[src/rtl/register_bus_master.sv]
// UART-packet bus master for the register bank: parses read/write packets and returns read data as 4 bytes, LSB first.
// Optional feature macro: WR_ACK_EN (send one 0x06 byte after each completed write).
`timescale 1ns/1ps

module register_bus_master #(
  parameter int TIMEOUT    = 50_000_000,
  parameter int RD_LATENCY = 1
) (
  input  logic        ipClk,
  input  logic        ipnReset,
  input  logic [7:0]  ipRxData,
  input  logic        ipRxValid,
  output logic [7:0]  opTxData,
  output logic        opTxValid,
  input  logic        ipTxReady,
  output logic [7:0]  opAddress,
  output logic [31:0] opWrData,
  output logic        opWrEnable,
  input  logic [31:0] ipRdData,
  output logic        opBusy
);

  localparam int              TW          = (TIMEOUT < 2) ? 1 : $clog2(TIMEOUT + 1);
  localparam logic [TW-1:0]   TIMEOUT_MAX = TW'(TIMEOUT);
  localparam logic [1:0]      RD_LAST     = 2'(RD_LATENCY - 1);
  localparam logic [7:0]      ACK_BYTE    = 8'h06;

  typedef enum logic [2:0] {
    IDLE, ADDR, DATA, WRITE, RD_WAIT, TX
`ifdef WR_ACK_EN
    , ACK
`endif
  } state_t;

  state_t          state, stateNext;
  logic            isWrite;
  logic [1:0]      byteCnt;
  logic [1:0]      rdCnt;
  logic [TW-1:0]   timeoutCnt;
  logic [31:0]     txShift;
  logic            timedOut;

  // The idle-gap counter only aborts in a cycle with no strobe; a strobe always wins.
  assign timedOut = !ipRxValid && (timeoutCnt == TIMEOUT_MAX);
  assign opBusy   = (state != IDLE);

  // NOTE: sequential state uses non-blocking assignments so every register samples pre-edge values.
  always_ff @(posedge ipClk or negedge ipnReset) begin
    if (!ipnReset) state <= IDLE;
    else           state <= stateNext;
  end

  always_comb begin
    // NOTE: every output of this block gets a default first, so no path can infer a latch.
    stateNext  = state;
    opTxValid  = 1'b0;
    opTxData   = 8'h00;
    opWrEnable = 1'b0;
    case (state)
      IDLE:    if (ipRxValid && (ipRxData[7:1] == 7'd0)) stateNext = ADDR;
      ADDR: begin
        if (ipRxValid)     stateNext = isWrite ? DATA : RD_WAIT;
        else if (timedOut) stateNext = IDLE;
      end
      DATA: begin
        if (ipRxValid && (byteCnt == 2'd3)) stateNext = WRITE;
        else if (timedOut)                  stateNext = IDLE;
      end
      WRITE: begin
        opWrEnable = 1'b1;
`ifdef WR_ACK_EN
        stateNext  = ACK;
`else
        stateNext  = IDLE;
`endif
      end
      RD_WAIT: if (rdCnt == RD_LAST) stateNext = TX;
      TX: begin
        opTxValid = 1'b1;
        opTxData  = txShift[{byteCnt, 3'b000} +: 8];
        if (ipTxReady && (byteCnt == 2'd3)) stateNext = IDLE;
      end
`ifdef WR_ACK_EN
      ACK: begin
        opTxValid = 1'b1;
        opTxData  = ACK_BYTE;
        if (ipTxReady) stateNext = IDLE;
      end
`endif
      default: stateNext = IDLE;
    endcase
  end

  // NOTE: all datapath registers are plain flops (no RAM), so all of them take the reset.
  always_ff @(posedge ipClk or negedge ipnReset) begin
    if (!ipnReset) begin
      isWrite    <= 1'b0;
      byteCnt    <= 2'd0;
      rdCnt      <= 2'd0;
      timeoutCnt <= '0;
      txShift    <= 32'd0;
      opAddress  <= 8'd0;
      opWrData   <= 32'd0;
    end else begin
      if (((state == ADDR) || (state == DATA)) && !ipRxValid) timeoutCnt <= timeoutCnt + 1'b1;
      else                                                    timeoutCnt <= '0;

      case (state)
        IDLE: if (stateNext == ADDR) isWrite <= ipRxData[0];
        ADDR: if (ipRxValid) begin
          opAddress <= ipRxData;
          byteCnt   <= 2'd0;
          rdCnt     <= 2'd0;
        end
        DATA: if (ipRxValid) begin
          opWrData[{byteCnt, 3'b000} +: 8] <= ipRxData;
          byteCnt                          <= byteCnt + 2'd1;
        end
        RD_WAIT: begin
          if (rdCnt == RD_LAST) begin
            txShift <= ipRdData;
            byteCnt <= 2'd0;
          end else begin
            rdCnt <= rdCnt + 2'd1;
          end
        end
        TX: if (ipTxReady) byteCnt <= byteCnt + 2'd1;
        default: ;
      endcase
    end
  end

endmodule

[config.mk]
export PLATFORM = sky130hd
export DESIGN_NAME = register_bus_master
export DESIGN_NICKNAME = d
export VERILOG_FILES = /design/src/rtl/register_bus_master.sv
export SDC_FILE = /design/constraint.sdc
export NUM_CORES = 1
export LEC_CHECK = 0
export CORE_MARGIN = 4
export CORE_UTILIZATION = 23
export CTS_CLUSTER_DIAMETER = 80
export DETAILED_ROUTE_END_ITERATION = 6
export GPL_ROUTABILITY_DRIVEN = 0
export GPL_TIMING_DRIVEN = 0
export PLACE_DENSITY = 0.45
export SETUP_SLACK_MARGIN = 0.02
export SLEW_MARGIN = 20
export SYNTH_ARGS = -nofsm -noshare
export SYNTH_HDL_FRONTEND = slang
export SYNTH_SLANG_ARGS = --single-unit
[constraint.sdc]
create_clock -name ipClk -period 6 [get_ports ipClk]
set_clock_uncertainty 0.05 [all_clocks]
set_input_delay 1.2 -clock ipClk [delete_from_list [all_inputs] [get_ports ipClk]]
set_output_delay 1.2 -clock ipClk [all_outputs]
set_load 0.02 [all_outputs]
; Yosys cells after proc, flatten, opt, wreduce, memory -nomap -nowiden
; Cells that the tools add are included.
[word_totals]
regBits = 106
inputBits = 44
out_inout_bits = 51
word_cells = 67
[op_classes]
add_sub_neg = 4
eq_ne = 13
shift = 3
mux = 20
reduce_logical = 19
[op_table]
columns = op, count
row1 = $bwmux 32, 1
row2 = $shift 8x7->32 const A, 1
row3 = $shiftx 32x6->8, 1
row4 = $shiftx 8x7->32, 1
row5 = $add 26x1->26 const B, 1
row6 = $eq 26x26->1 const B, 1
row7 = $mux 26, 1
row8 = $mux 3, 7
row9 = $pmux 3 s5, 1
row10 = $mux 2, 5
row11 = $ne 2x2->1 const B, 5
row12 = $mux 8, 1
row13 = $pmux 2 s4, 1
row14 = $reduce_and 2->1, 4
row15 = $logic_not 7->1, 1
row16 = $neg 5->7, 1
row17 = $eq 3x1->1 const B, 2
row18 = $eq 3x2->1 const B, 2
row19 = $eq 3x3->1 const B, 2
row20 = $logic_and 1x1->1, 5
row21 = $reduce_and 5->1, 1
row22 = $add 2x1->2 const B, 2
row23 = $pmux 2 s2, 1
row24 = $reduce_bool 4->1, 1
row25 = 9 further kinds, 10

; Longest topological paths before layout
[depth]
ltp_word = 7
depth_mapped = 7
ltp_nobuf = 6

; Worst setup path before layout
; No wires, ideal clock.
[synth_path]
kind = register to output
startpoint = reg state[1]
endpoint = out opTxData[0]
arrival_ps = 1433
t_required_ps = 4750
path_slack_ps = 3317
path_stages_with_launch = 6
n_path_buf = 2
path_cell_list = dfrtp_1 -> clkbuf_1 -> inv_1 -> and3_1 -> clkbuf_1 -> and2_1
[synth_between]
elab_chain_cells = 2
[synth_lines]
columns = item, line_no
row1 = from (decl), 35  ; state_t state, stateNext;
row2 = from (signal assigned), 50  ; else state <= stateNext;
row3 = $eq 3x3->1, 59  ; case (state)
row4 = $mux 8, 59
row5 = to (decl), 13  ; output logic [7:0] opTxData,
; Every way passes these cells.

; Worst setup path after layout
[layout_path]
startpoint = reg state[1]
endpoint = out opTxData[6]
; The elaborated chain is that of the path after synthesis.

==> results.json <==
{
  "drv_cap": 0,
  "total_power_uw": 2475,
  "cts_hold_buf": 0,
  "worstPathArrival_ns": 2.49,
  "cts_root_buf": "clkbuf_16",
  "grt_max_degree": 59,
  "p_leak_uw": 0.002487,
  "start_kind": "flop",
  "ff_latch_area_um2": 2653,
  "drcViolationCount": 0,
  "antenna_found_initial": 0,
  "intPower_uw": 1673,
  "ys_types": 37,
  "dp_slack_ns": 2.567,
  "initial_utilization": 0.2336,
  "clockBufferDepth": 2,
  "switchingPower_uw": 802.5,
  "grt_usage": 0.1137,
  "syn_nets": 506,
  "drive_gt1_frac": 0.1261,
  "r2r_cells": 6,
  "synth-edff-count": 0,
  "grt_pass1_wl_um": 21560,
  "finalCriticalPeriod_ns": 3.743,
  "nets": 612,
  "fin_setup_tns_ns": 0,
  "clkPwrFrac": 0.219,
  "max_freq_mhz": 267.2,
  "postCtsSetupBuffers": 0,
  "avgViaCountPerCell": 4.504,
  "ant_nets": 0,
  "yosysSeqAreaShare": 0.5403,
  "row_count": 53,
  "first_global_vias": 3814,
  "syn_inst": 454,
  "crit_type": "reg -> out",
  "period_share": 0.6238,
  "setup-violations-final": 0,
  "syn2layout_area_growth_pct": 32.06,
  "synth_commonest_cells": "106 x dfrtp_1, 80 x nand2_1, 44 x o21ai_0",
  "fin_hold_ws_ns": 0.4367,
  "cts_sinks": 106,
  "wirelength_um": 13250,
  "gr-total-overflow": 0,
  "nFillCells": 2163,
  "vias": 3774,
  "min_delay_path_depth": 2,
  "required_ns": 4.75,
  "clk_pin_slew_worst_paths_ns": 0.06,
  "ys.flop_type": "dfrtp_1",
  "r2r_end": "opWrData[3]",
  "drt_iter0_markers": 119,
  "worstSetupEndpointType": "primary output",
  "io_pins": 95,
  "synth-seq-cells": 106,
  "die_h_um": 154.1,
  "rsz0062_at_grt": "no",
  "yosysTopAreaCell": "dfrtp_1",
  "core-area_um2": 21020,
  "seqPwrFrac": 0.397,
  "yosys_warnings": 0,
  "layout_setup_ws_ns": 2.257,
  "synth_area_um2": 4910,
  "slew_headroom": 0.3185,
  "port_buffers": 94,
  "worst_slew_pin_slew_ns": 1.020,
  "status": "complete, no violations",
  "power.density_nw_per_um2": 381.7,
  "yosys-top-cells-area": "dfrtp_1 54%, mux2_2 9.4%, nand2_1 6.1%",
  "avgRoutedWirePerCell_um": 15.81,
  "drtPass1Iterations": 6,
  "cts_tree": "built",
  "slew_violations": 0,
  "reg2reg_from": "byteCnt[0]",
  "rrSetupSlack_ns": 3.24,
  "clk_latency_ns": 0.35,
  "p_sw_frac": 0.3242,
  "dpl.hpwl_um": 9753,
  "diodes": 0,
  "avgSynthCellArea_um2": 10.81,
  "multi_input_area_um2": 2127,
  "cp_max_fo": 10,
  "die_w_um": 154.1,
  "hold_path.class": "reg -> reg",
  "cts_buffers": 9,
  "synth-async-reset-ratio": 1.000,
  "cts_resized": 0,
  "min-delay-start": "opWrData[24]",
  "hold_path_end": "opWrData[24]",
  "peakVddDrop_v": 0.0001250,
  "htreeDepth": 3,
  "synth_top_area_frac": 0.5403,
  "hold_viol_final": 0,
  "pwr-share-comb": 0.384,
  "die_area_um2": 23750,
  "yosysMostFrequentCell": "dfrtp_1"
}
## layout make-up
cell class / count / area share
sequential: 106 / 0.4091
multi-input combinational: 316 / 0.3281
timing repair buffer: 95 / 0.1496
tap: 275 / 0.05307
clock buffer: 11 / 0.03744
buffer: 20 / 0.01312
inverter: 12 / 0.006947
clock inverter: 3 / 0.002702
## how the worst max path moves through the flow
stage              from              to  slack [ns]
2_1_floorplan  state[1]     opTxData[0]        3.32
3_3_place_gp   ipnReset  timeoutCnt[12]       -0.52
3_5_place_dp   state[1]     opTxData[6]        2.57
4_1_cts        state[1]     opTxData[0]        2.16
5_1_grt        state[1]     opTxData[7]        2.07
6_report       state[1]     opTxData[6]        2.26
## registers in the layout, indices dropped and copies added, names as in the netlist
name        flops
timeoutCnt     26
byteCnt         2
txShift        32
opWrData       32
opAddress       8
rdCnt           2
state           3
isWrite         1
## routing by layer
metal,vias up,share of wire,track usage
met4,0,0.0075,0.01892
met3,6,0.057,0.03377
met5,-,0,0
met1,1873,0.47,0.1548
li1,1812,-,-
met2,83,0.46,0.1826
## kinds of logic after synthesis
family,count (synthesis),share of synthesized area
buffers and inverters,32,0.02650
AOI/OAI and AO/OA,71,0.07849
xor gates and xnor gates,12,0.02141
and+or+nand+nor,173,0.1761
DFF,106,0.5403
adders and majority gates,8,0.02039
muxes,52,0.1368
## layout by cell type (no fill, tap or decap), drive strengths merged, types with 10 or more instances in the layout
master / netlist / layout
clkdlybuf4s50: 0 / 93
nand2: 80 / 80
o21ai: 44 / 44
mux2: 41 / 41
dfrtp: 106 / 106
a21oi: 16 / 16
and2: 10 / 10
inv: 12 / 12
nand3: 11 / 11
nor2: 18 / 18
clkbuf: 17 / 28
## power by group through the flow
stage / logic (µW) / clock network, µW / registers [µW]
after floorplan: 576 / 0 / 1020
after global placement: 956 / 0 / 994
after detailed placement: 966 / 0 / 998
after CTS: 971 / 568 / 984
after global routing: 1040 / 591 / 1010
final: 950 / 542 / 983
## critical path, cell delays in order, from the launching register on
cell and delay (ns):
dfrtp_1 0.36, clkbuf_1 0.20, inv_1 0.19, and3_1 0.19, clkbuf_1 0.37, and2_1 0.23, clkdlybuf4s50_1 0.61
## through the flow
stage / area [µm²] / instances / utilization
detailed placement: 6223 / 824 / 0.2961
global placement: 6195 / 823 / 0.2947
CTS: 6484 / 838 / 0.3084
finish: 6484 / 838 / 0.3084
global route: 6484 / 838 / 0.3084
floorplan: 4910 / 454 / -
(Power assumes the default switching activity.)
==> edit, RTL diff (same settings) <==
The option `WR_ACK_EN` is turned on by a define.
--- a/src/rtl/register_bus_master.sv
+++ b/src/rtl/register_bus_master.sv
@@ -3,2 +3,4 @@
 `timescale 1ns/1ps
+
+`define WR_ACK_EN
 
Function: changed (a bounded check fails within 10 cycles, from zero or initial values and one cycle with ipnReset low).
==> edit against the original RTL <==
- cell area up 2.9%
- worst setup slack got worse by 0.17 ns
- clock power is 28% higher
- total power up 4.8%
- routed wire length grew 3.3%
- die area increased by 1.8%
- sequential cell count stayed put
- area after synthesis up 1.9%
- critical path type unchanged
- largest power group unchanged
- highest routed layer unchanged
==> edit: results (changes against the original RTL) <==
Detailed routing:
- The total wirelength of the detailed-routed design came to 13.7 mm (+3.3%).
- The initial detailed-routing violation count was 164 (+38%).
- The count of vias placed by the detailed router is 3,866 (+2.4%).

GRT:
- The maximum number of pins on one net before global-route repair is 55 (-6.8%).
- The via count of the first global-routing pass was 4,061 (+6.5%).
- The global-route wire length before repair is 22.2 mm (+2.9%).
- The total routing usage reported by global routing was 0.117 (+0.00295).

Setup path:
- The startpoint of the most critical register-to-register path is byteCnt[1]$_DFFE_PN0P_.
- The biggest fanout along the worst timing path is 10 (unchanged).
- The critical path's largest stage delay is 0.64 ns (+0.03 ns).
- The destination of the worst register-to-register timing path is opWrData[26]$_DFFE_PN0P_.
- The critical path arrival is 2.66 ns (+0.17 ns).

Timing:
- The number of hold violations in the final report is 0 (unchanged).
- The final-layout worst hold slack came to 0.434 ns (-0.00309 ns).
- The measured slew at the worst slew-check pin is 1.02 ns (+0.00150 ns).

Power and ir drop:
- The leakage power is 2.57 nW (+3.3%).
- The highest ir drop seen on vdd was 195 uV (+56%).

Synth:
- The proportion of register bits with asynchronous set or reset after synthesis is 1.00 (unchanged).
- By area the synthesized netlist is led by sky130_fd_sc_hd__dfrtp_1 (53%), sky130_fd_sc_hd__mux2_2 (9.5%), sky130_fd_sc_hd__nand2_1 (6.2%).
- The commonest cells after synthesis are sky130_fd_sc_hd__dfrtp_1 (106), sky130_fd_sc_hd__nand2_1 (83), sky130_fd_sc_hd__o21ai_0 (44).
- The number of nets in the synthesized netlist is 520 (+2.8%).
- The share of the yosys chip area belonging to registers came to 0.530 (-0.00987).
- The number of different library cells in the post-synthesis netlist is 45 (+22%).

Placed design:
- The area after detailed placement was 6310 sq um (+1.5%).
- The number of buffer cells added on primary ports is 94 (unchanged).
- The half-perimeter wire length of the detailed placement result is 10.1 mm (+3.8%).

Worst hold path:
- For hold timing, the worst endpoint is opWrData[29]$_DFFE_PN0P_.
- The type of the most critical hold path is flip-flop to flip-flop.
- The worst hold path begins at opWrData[29]$_DFFE_PN0P_.

CTS:
- The clock root buffer is sky130_fd_sc_hd__clkbuf_16.
- The total of cells resized after clock tree synthesis is 0 (unchanged).

Cells and area:
- The fraction of layout cells with a size suffix above 1 came to 0.142 (+0.0155).
- The final-stage net count is 626 (+2.3%).

Outcome:
- The flow ran to the end, and the final reports show no timing, DRC or antenna violations.
-- edit: cell type report --
cell class                 count  area [sq um]
timing repair buffer          95           970
buffer                        22          96.3
inverter                      13          48.8
sequential                   106          2650
tap                          275           344
clock buffer                  10           239
multi-input combinational    327          2210
fill                        2164         14500
clock inverter                 6           113
-- edit: metrics by stage --
| stage | worst slack (ns) | std cells | util |
|---|---|---|---|
| CTS | 2.00 | 854 | 0.314 |
| global route | 1.88 | 854 | 0.314 |
| global placement | -0.603 | 837 | 0.296 |
| finish | 2.09 | 854 | 0.314 |
| detailed placement | 2.42 | 838 | 0.298 |
| floorplan | 3.20 | 468 | - |
-- edit: cells by family (layout without fill, tap and decap cells) --
logic type | Yosys count | in the layout | synth area share
simple gates | 181 | 181 | 0.182
flops | 106 | 106 | 0.530
compound gates | 75 | 75 | 0.0851
mux | 50 | 50 | 0.131
buf+inv | 35 | 146 | 0.0290
xor+xnor | 13 | 13 | 0.0228
fa+ha+maj | 8 | 8 | 0.0200
-- edit: worst min-delay path, cell delays in order (launching register included) --
cell and delay [ns]:
sky130_fd_sc_hd__dfrtp_1 0.34, sky130_fd_sc_hd__nand2_1 0.05, sky130_fd_sc_hd__o21ai_0 0.06
-- edit: how the worst max path moves through the flow --
stage	endpoint	cells after the start	start
floorplan	opTxData[1]	5	state[0]$_DFF_PN0_
global placement	txShift[31]$_DFFE_PN0P_	1	ipnReset
detailed placement	opTxData[6]	5	state[0]$_DFF_PN0_
CTS	opTxData[6]	5	state[0]$_DFF_PN0_
global route	opTxData[6]	5	state[0]$_DFF_PN0_
finish	opTxData[6]	5	state[0]$_DFF_PN0_
-- edit: where the power goes --
group | switching (mW) | internal (mW) | leakage, nW
logic | 0.458 | 0.483 | 1.01
clock network | 0.275 | 0.421 | 0.173
registers | 0.0811 | 0.875 | 1.38
total | 0.815 | 1.78 | 2.57
-- edit: per-layer routing --
layer  track usage  part of all wire  up-vias
li1              -                 -     1862
met1         0.150              0.44     1925
met2         0.188              0.49       64
met3        0.0289             0.048       15
met4        0.0484             0.019        0
met5             0                 0        -
